[config.mk]
export PLATFORM = sky130hd
export DESIGN_NAME = unary_operand_sequencer_flat
export DESIGN_NICKNAME = d
export VERILOG_FILES = /design/src/rtl/unary_pkg.sv /design/src/rtl/unary_operand_sequencer_if.sv /design/src/rtl/unary_therm_gen.sv /design/src/rtl/unary_operand_sequencer.sv /design/src/flat_wrapper.sv
export SDC_FILE = /design/constraint.sdc
export NUM_CORES = 1
export LEC_CHECK = 0
export ABC_AREA = 0
export BUFFER_PORTS_ARGS = -buffer_cell sky130_fd_sc_hd__buf_2
export CAP_MARGIN = 20
export CORE_ASPECT_RATIO = 0.8
export CORE_MARGIN = 10
export CORE_UTILIZATION = 40
export DETAILED_ROUTE_END_ITERATION = 10
export HOLD_SLACK_MARGIN = 0.12
export PLACE_DENSITY_LB_ADDON = 0.2
export REMOVE_ABC_BUFFERS = 1
export SLEW_MARGIN = 25
export SYNTH_ARGS = -nofsm -noshare
export SYNTH_HDL_FRONTEND = slang
export SYNTH_HIERARCHICAL = 1
export SYNTH_SLANG_ARGS = --single-unit
[constraint.sdc]
create_clock -name clk -period 2.8 [get_ports clk]
set_clock_uncertainty 0.15 [all_clocks]
set_input_delay 0.28 -clock clk [delete_from_list [all_inputs] [get_ports clk]]
set_output_delay 0.28 -clock clk [all_outputs]
set_load 0.05 [all_outputs]
[src/rtl/unary_pkg.sv]
// rtl/unary_pkg.sv - shared types and default lengths for the unary adder datapath
package unary_pkg;

    typedef enum logic [1:0] {
        ST_IDLE   = 2'd0,
        ST_STREAM = 2'd1,
        ST_WRITE  = 2'd2,
        ST_DONE   = 2'd3
    } state_t;

    localparam int MAX_LEN_DEF      = 19;
    localparam int WRITE_CYCLES_DEF = 20;

endpackage

[src/rtl/unary_operand_sequencer_if.sv]
// rtl/unary_operand_sequencer_if.sv - operand-pair valid/ready handshake bundle
interface unary_operand_sequencer_if #(
    parameter int CNT_W = 5
);

    logic             in_valid;
    logic             in_ready;
    logic [CNT_W-1:0] a_val;
    logic [CNT_W-1:0] b_val;

    modport master (output in_valid, output a_val, output b_val, input in_ready);
    modport slave  (input in_valid, input a_val, input b_val, output in_ready);

endinterface

[src/rtl/unary_therm_gen.sv]
// rtl/unary_therm_gen.sv - stream index counter with per-lane thermometer compare
module unary_therm_gen #(
    parameter int MAX_LEN = 19,
    parameter int CNT_W   = 5
) (
    input  logic             clk,
    input  logic             rst_n,
    input  logic             clr,
    input  logic             adv,
    input  logic [CNT_W-1:0] a_lim,
    input  logic [CNT_W-1:0] b_lim,
    output logic             a_bit,
    output logic             b_bit,
    output logic             last
);

    localparam logic [CNT_W-1:0] LAST_IDX = CNT_W'(MAX_LEN - 1);

    logic [CNT_W-1:0] idx_q;
    logic [CNT_W-1:0] idx_d;

    // Next index: clear wins over advance; otherwise hold the current bit position
    always_comb begin
        idx_d = idx_q;
        if (clr) begin
            idx_d = '0;
        end else if (adv) begin
            idx_d = idx_q + CNT_W'(1);
        end
    end

    // Index register
    always_ff @(posedge clk) begin
        if (!rst_n) begin
            idx_q <= '0;
        end else begin
            idx_q <= idx_d;
        end
    end

    // Ones-first streams: a lane is high while the index is below its operand
    assign a_bit = (idx_q < a_lim);
    assign b_bit = (idx_q < b_lim);
    assign last  = (idx_q == LAST_IDX);

endmodule

[src/rtl/unary_operand_sequencer.sv]
// rtl/unary_operand_sequencer.sv - feeds binary operand pairs to the unary adder as thermometer streams
module unary_operand_sequencer
    import unary_pkg::*;
#(
    parameter int MAX_LEN      = MAX_LEN_DEF,
    parameter int WRITE_CYCLES = WRITE_CYCLES_DEF,
    parameter int CNT_W        = $clog2(MAX_LEN + 1)
) (
    input  logic                        clk,
    input  logic                        rst_n,
    unary_operand_sequencer_if.slave    up,
    input  logic                        hold,
    output logic                        A,
    output logic                        B,
    output logic                        en,
    output logic                        read_or_write,
    output logic                        sat,
    output logic                        busy,
    output logic                        done
);

    localparam int               WC_W    = $clog2(WRITE_CYCLES + 1);
    localparam logic [CNT_W-1:0] MAX_V   = CNT_W'(MAX_LEN);
    localparam logic [WC_W-1:0]  WC_LAST = WC_W'(WRITE_CYCLES - 1);

    state_t           state_q, state_d;
    logic [CNT_W-1:0] a_q, a_d;
    logic [CNT_W-1:0] b_q, b_d;
    logic             sat_q, sat_d;
    logic [WC_W-1:0]  wcnt_q, wcnt_d;
    logic             idx_clr, idx_adv, idx_last;
    logic             a_bit, b_bit;

    unary_therm_gen #(
        .MAX_LEN (MAX_LEN),
        .CNT_W   (CNT_W)
    ) u_therm (
        .clk   (clk),
        .rst_n (rst_n),
        .clr   (idx_clr),
        .adv   (idx_adv),
        .a_lim (a_q),
        .b_lim (b_q),
        .a_bit (a_bit),
        .b_bit (b_bit),
        .last  (idx_last)
    );

    // Next-state: accept and clamp in IDLE, step the stream unless held, time the write phase
    always_comb begin
        state_d = state_q;
        a_d     = a_q;
        b_d     = b_q;
        sat_d   = sat_q;
        wcnt_d  = wcnt_q;
        idx_clr = 1'b0;
        idx_adv = 1'b0;
        case (state_q)
            ST_IDLE: begin
                if (up.in_valid) begin
                    a_d     = (up.a_val > MAX_V) ? MAX_V : up.a_val;
                    b_d     = (up.b_val > MAX_V) ? MAX_V : up.b_val;
                    sat_d   = (up.a_val > MAX_V) || (up.b_val > MAX_V);
                    idx_clr = 1'b1;
                    state_d = ST_STREAM;
                end
            end
            ST_STREAM: begin
                // A held last bit is reissued, so the exit waits for a non-held cycle
                if (!hold) begin
                    if (idx_last) begin
                        idx_clr = 1'b1;
                        wcnt_d  = '0;
                        state_d = ST_WRITE;
                    end else begin
                        idx_adv = 1'b1;
                    end
                end
            end
            ST_WRITE: begin
                wcnt_d = wcnt_q + WC_W'(1);
                if (wcnt_q == WC_LAST) begin
                    state_d = ST_DONE;
                end
            end
            ST_DONE: begin
                state_d = ST_IDLE;
            end
            default: begin
                state_d = ST_IDLE;
            end
        endcase
    end

    // State and operand registers; reset aborts any transaction back to IDLE
    always_ff @(posedge clk) begin
        if (!rst_n) begin
            state_q <= ST_IDLE;
            a_q     <= '0;
            b_q     <= '0;
            sat_q   <= 1'b0;
            wcnt_q  <= '0;
        end else begin
            state_q <= state_d;
            a_q     <= a_d;
            b_q     <= b_d;
            sat_q   <= sat_d;
            wcnt_q  <= wcnt_d;
        end
    end

    // Output decode from registered state; hold only masks the current stream cycle
    always_comb begin
        A             = 1'b0;
        B             = 1'b0;
        en            = 1'b0;
        read_or_write = 1'b0;
        done          = 1'b0;
        case (state_q)
            ST_STREAM: begin
                en = !hold;
                A  = a_bit && !hold;
                B  = b_bit && !hold;
            end
            ST_WRITE: begin
                en            = 1'b1;
                read_or_write = 1'b1;
            end
            ST_DONE: begin
                done = 1'b1;
            end
            default: begin
            end
        endcase
        up.in_ready = (state_q == ST_IDLE);
        busy        = (state_q != ST_IDLE);
        sat         = sat_q;
    end

endmodule

[src/flat_wrapper.sv]
// flat-port wrapper written by rule: the top's interface ports become plain ports
module unary_operand_sequencer_flat import unary_pkg::*;
#(
    parameter int MAX_LEN      = MAX_LEN_DEF,
    parameter int WRITE_CYCLES = WRITE_CYCLES_DEF,
    parameter int CNT_W        = $clog2(MAX_LEN + 1)
)
  (clk, rst_n, hold, A, B, en, read_or_write, sat, busy, done, up_in_valid, up_a_val, up_b_val, up_in_ready);
  unary_operand_sequencer_if #(.CNT_W(CNT_W)) up_i ();
  input  logic clk;
  input  logic rst_n;
  input  logic hold;
  output logic A;
  output logic B;
  output logic en;
  output logic read_or_write;
  output logic sat;
  output logic busy;
  output logic done;
  input wire logic [$bits(up_i.in_valid)-1:0] up_in_valid;
  input wire logic [$bits(up_i.a_val)-1:0] up_a_val;
  input wire logic [$bits(up_i.b_val)-1:0] up_b_val;
  output wire logic [$bits(up_i.in_ready)-1:0] up_in_ready;
  assign up_i.in_valid = up_in_valid;
  assign up_i.a_val = up_a_val;
  assign up_i.b_val = up_b_val;
  assign up_in_ready = up_i.in_ready;
  unary_operand_sequencer #(.MAX_LEN(MAX_LEN), .WRITE_CYCLES(WRITE_CYCLES), .CNT_W(CNT_W)) u_core (.clk(clk), .rst_n(rst_n), .up(up_i), .hold(hold), .A(A), .B(B), .en(en), .read_or_write(read_or_write), .sat(sat), .busy(busy), .done(done));
endmodule
Word level (Yosys, flattened, before mapping)
Cells that the tools add are included.
{ "classes": {"n_addsub": 2, "magnitude_cmp": 4, "eq_ne": 9, "muxes": 22, "bitwise": 1, "reduce_logical": 11} }
{ "op_table": {"columns": ["operator", "count"], "rows": [
  ["5-bit 2-to-1 mux", 4],
  ["5-bit by 1-bit adder with 5-bit output, second input constant", 2],
  ["5-bit == test, second input constant", 2],
  ["5-bit > comparator, second input constant", 2],
  ["5-bit < comparator", 2],
  ["1-bit 2-to-1 mux", 10],
  ["5-bit case mux with 2 select lines", 1],
  ["2-bit 2-to-1 mux", 4],
  ["2-bit case mux with 4 select lines", 1],
  ["2-bit == test, second input constant", 2],
  ["2-bit by 1-bit != test with 1-bit output, second input constant", 2],
  ["2-bit != test, second input constant", 2],
  ["1-bit case mux with 2 select lines", 2],
  ["4-bit AND reduction", 1],
  ["2-bit nonzero test", 2],
  ["3-bit AND reduction", 1],
  ["2-bit by 1-bit == test with 1-bit output, second input constant", 1],
  ["1-bit logical AND", 2],
  ["2-bit logical NOT", 1],
  ["2-bit AND reduction", 1],
  ["2-bit OR reduction", 1],
  ["1-bit logical NOT", 1],
  ["1-bit logical OR", 1],
  ["1-bit inverter", 1]
]} }
{ "totals": {"ff_bits": 23, "output_inout_bits": 8, "elab_cells": 55} }

Logic depth before layout (Yosys ltp)
{ "depth": {"word_depth": 5, "ltp_mapped": 8, "depth_no_buf": 8} }

By module
Netlist, hierarchy kept.
{ "by_module_without_submodules": {"columns": ["module", "n_inst", "cells_per_inst", "area_each_um2"], "rows": [
  ["unary_operand_sequencer", 1, 102, 942.2],
  ["unary_therm_gen", 1, 52, 416.6]
]} }

Worst setup path before layout
Ideal clock, no wire load.
{ "synth_timing": {"path_type": "register to output", "startpoint": "register u_core.state_q[0]", "endpoint": "output en", "arrival_ns": 1.514, "required_ns": 2.370, "slack_ns": 0.856, "stages_incl_launch_ff": 4, "n_path_buf": 0, "path_cell_list": "dfxtp_1 -> inv_1 -> ha_1 -> o21a_1"} }
{ "synth_via": {"elab_chain_len": 2} }
{ "synth_lines": {"columns": ["item", "line_no", "source"], "rows": [
  ["start: declaration", "unary_operand_sequencer.sv:26", "state_t state_q, state_d;"],
  ["start signal: assignment", "unary_operand_sequencer.sv:104", "state_q <= state_d;"],
  ["2-bit == test / 2-bit by 1-bit == test with 1-bit output (equally long branches)", "unary_operand_sequencer.sv:119", "case (state_q)"],
  ["1-bit case mux with 2 select lines *", "unary_operand_sequencer.sv:119", null],
  ["end: declaration", "flat_wrapper.sv:15", "output logic en;"]
]} }
Mark *: on every way between the ends. The rest lies on a longest branch, timed or not.

Worst setup path in the final report
{ "layout_timing": {"startpoint": "register u_core.u_therm.idx_q[3]", "endpoint": "output B"} }
{ "layout_via": {"elab_chain_len": 3} }
{ "layout_lines": {"columns": ["item", "line_no", "source"], "rows": [
  ["start: declaration", "unary_therm_gen.sv:19", "logic [CNT_W-1:0] idx_q;"],
  ["start signal: assignment", "unary_therm_gen.sv:37", "idx_q <= idx_d;"],
  ["5-bit < comparator", "unary_therm_gen.sv:43", "assign b_bit = (idx_q < b_lim);"],
  ["named net u_core.b_bit", "unary_operand_sequencer.sv:32", "logic a_bit, b_bit;"],
  ["1-bit logical AND", "unary_operand_sequencer.sv:123", "B = b_bit && !hold;"],
  ["1-bit 2-to-1 mux", "unary_operand_sequencer.sv:119", null],
  ["end: declaration", "flat_wrapper.sv:14", "output logic B;"]
]} }
The timed path passes the listed nets, and every way through them passes these cells.

==> qor.txt <==
Status -> completed
Post-synthesis register bit count -> 23
Top FF cell, synth -> dfxtp_1
Pwr dens -> 781 mW/mm^2
CP Data Arrival Time -> 1840 ps
HP Class -> in2reg
Final worst slack -> 527 ps
Total Routed Length -> 2.87 mm
Full die area -> 0.00614 mm^2
Core area -> 0.00318 mm^2
Layout net count -> 209
Design area -> 0.00157 mm^2
DPL Wire Length -> 2.19 mm
Slew margin rel. -> 72.2%
First-pass GRT wire length -> 5.04 mm
Clock Pin Slew Worst Setup and Hold Paths -> 80 ps
Grt ovf -> 0
Count of non-filler cells in the finished layout -> 218
Most common cell after layout, fill and taps aside -> dfxtp_1
Synth cell types -> 31
H-tree depth -> 1
Initial Util -> 42.8%
Fillcell total -> 304
Placed insts -> 212
Final min period -> 2270 ps
HP Start -> up_b_val[1]
FF/Latch Area -> 460 um^2
Fin. max-slew vios -> 0
Final period util -> 81.2%
Fin Setup TNS -> 0 ps
Post-Syn Area -> 0.00136 mm^2
ANT cells -> 0
Max Root-Sink Buffers -> 2
Worst path required time -> 2370 ps
Multi-input gate area -> 837 um^2
Worst vdd ir -> 770 uV
Post-synth EDFFs -> 0
Fin. Hold Viols -> 0
Mean Syn Cell Area -> 8.82 um^2
Syn-to-layout area delta -> 15.3%
Crit path from -> u_core/u_therm/idx_q[3]
DP Area -> 0.00150 mm^2
Initial antenna violation count -> 0
WL/cell -> 13.2 um
Ys async rst share -> 0%
Number of global-route vias before repair -> 1154
Most frequent cells in the layout -> dfxtp_1 (23), buf_2 (21), nand2_1 (18)
Setup Crit Path Kind -> reg2out
Inserted Clock Buffers -> 3
CTS tree -> yes
Count of input and output buffers -> 21
Static Leak -> 0.674 nW
Share of cells above drive strength 1 -> 16.9%
Worst Tran Pin Value -> 413 ps
CP endpoint kind -> output port
Io pins -> 22
Worst r2r src -> u_core/u_therm/idx_q[1]
Clock Latency Late Sink -> 260 ps
Number of core rows -> 18
Root Buffer -> clkbuf_8
1st-pass router iterations -> 6
Vert. Die Dim -> 72.1 um
Cells after synthesis -> 154
Sequential area share after synthesis -> 33.9%
Drc violations -> 0
Via Count -> 1150
RD Place Congestion -> 0.843
Critical path fanouts, max -> 5
Clk sinks -> 23
RSZ-0062 raised after global routing -> no
Place WS -> 786 ps
Critical Path Source Type -> register
Max Cap Viol -> 0
Die X -> 85.2 um
Tot Pwr -> 1.22 mW
Vias/cell -> 5.28
Final cell utilization of the core -> 49.3%
Initial DRC Count -> 78
ANT nets after route -> 0
Synth Warn # -> 6
GR Util All Layers -> 9.63%
Fmax -> 440 MHz
Maximum number of pins on one net before global-route repair -> 24
Final setup vio count -> 0
Fin Hold WS -> 116 ps
worst max-delay path, cell delays in order (launching register included):
cell	delay (ps)
dfxtp_1	440
ha_1	300
a21oi_1	170
nand2_1	80
a211oi_1	210
and2_1	140
buf_2	250
final timing paths:
path                                          end  slack, ps  cells after the start
worst max-delay path                            B        530                      6
worst min-delay path                u_core/b_q[1]        120                      3
worst max register to register  u_core/state_q[0]        790                      6
worst min register to register      u_core/b_q[2]        300                      2
cell families (layout without fill, tap and decap cells):
kind of cell,Yosys count,count (layout),share of synthesized area [%]
fa+ha+maj,16,16,14.7
compound gates,31,31,17.2
buf+inv,16,40,4.51
mux,4,4,2.95
xor+xnor,4,4,2.58
simple gates,60,60,24.1
flops,23,23,33.9
metal layers:
layer	global-route usage (%)	up-vias	share of wire, %
li1	-	593	-
met1	12.0	522	50
met2	14.7	26	43
met3	2.90	9	4.0
met4	4.93	0	2.8
met5	0	-	0
power breakdown:
part           internal, mW  switching [mW]
Combinational         0.199           0.393
Clock                 0.102           0.106
Sequential            0.383          0.0417
Yosys cell counts (4+ instances only):
master | number | share of area, %
dfxtp_1 | 23 | 34
nand2_1 | 18 | 5.0
ha_1 | 16 | 15
inv_1 | 13 | 3.6
a21boi_1 | 8 | 4.4
nand3_1 | 8 | 2.9
a21oi_1 | 7 | 2.6
nand3b_1 | 7 | 3.9
nor2_1 | 7 | 1.9
mux2i_1 | 4 | 2.9
nand4_1 | 4 | 1.8
sequential cells by signal (all words and copies together), names as in the netlist:
register and cells:
u_core/u_therm/idx_q 5, u_core/b_q 5, u_core/wcnt_q 5, u_core/sat 1, u_core/state_q 2, u_core/a_q 5
layout make-up:
type,count,share of cell area [%]
timing repair buffer,23,7.99
clock buffer,4,2.88
multi-input combinational,115,53.4
tap,40,3.19
inverter,13,3.12
sequential,23,29.4
repair_timing:
item / 4_1_cts / 5_1_grt
resized for setup: 0 / 0
hold buffers: 2 / 0
buffers inserted: 0 / 0
hold endpoints to repair: 2 / 0
No activity file was read; power rests on OpenSTA's default activity.
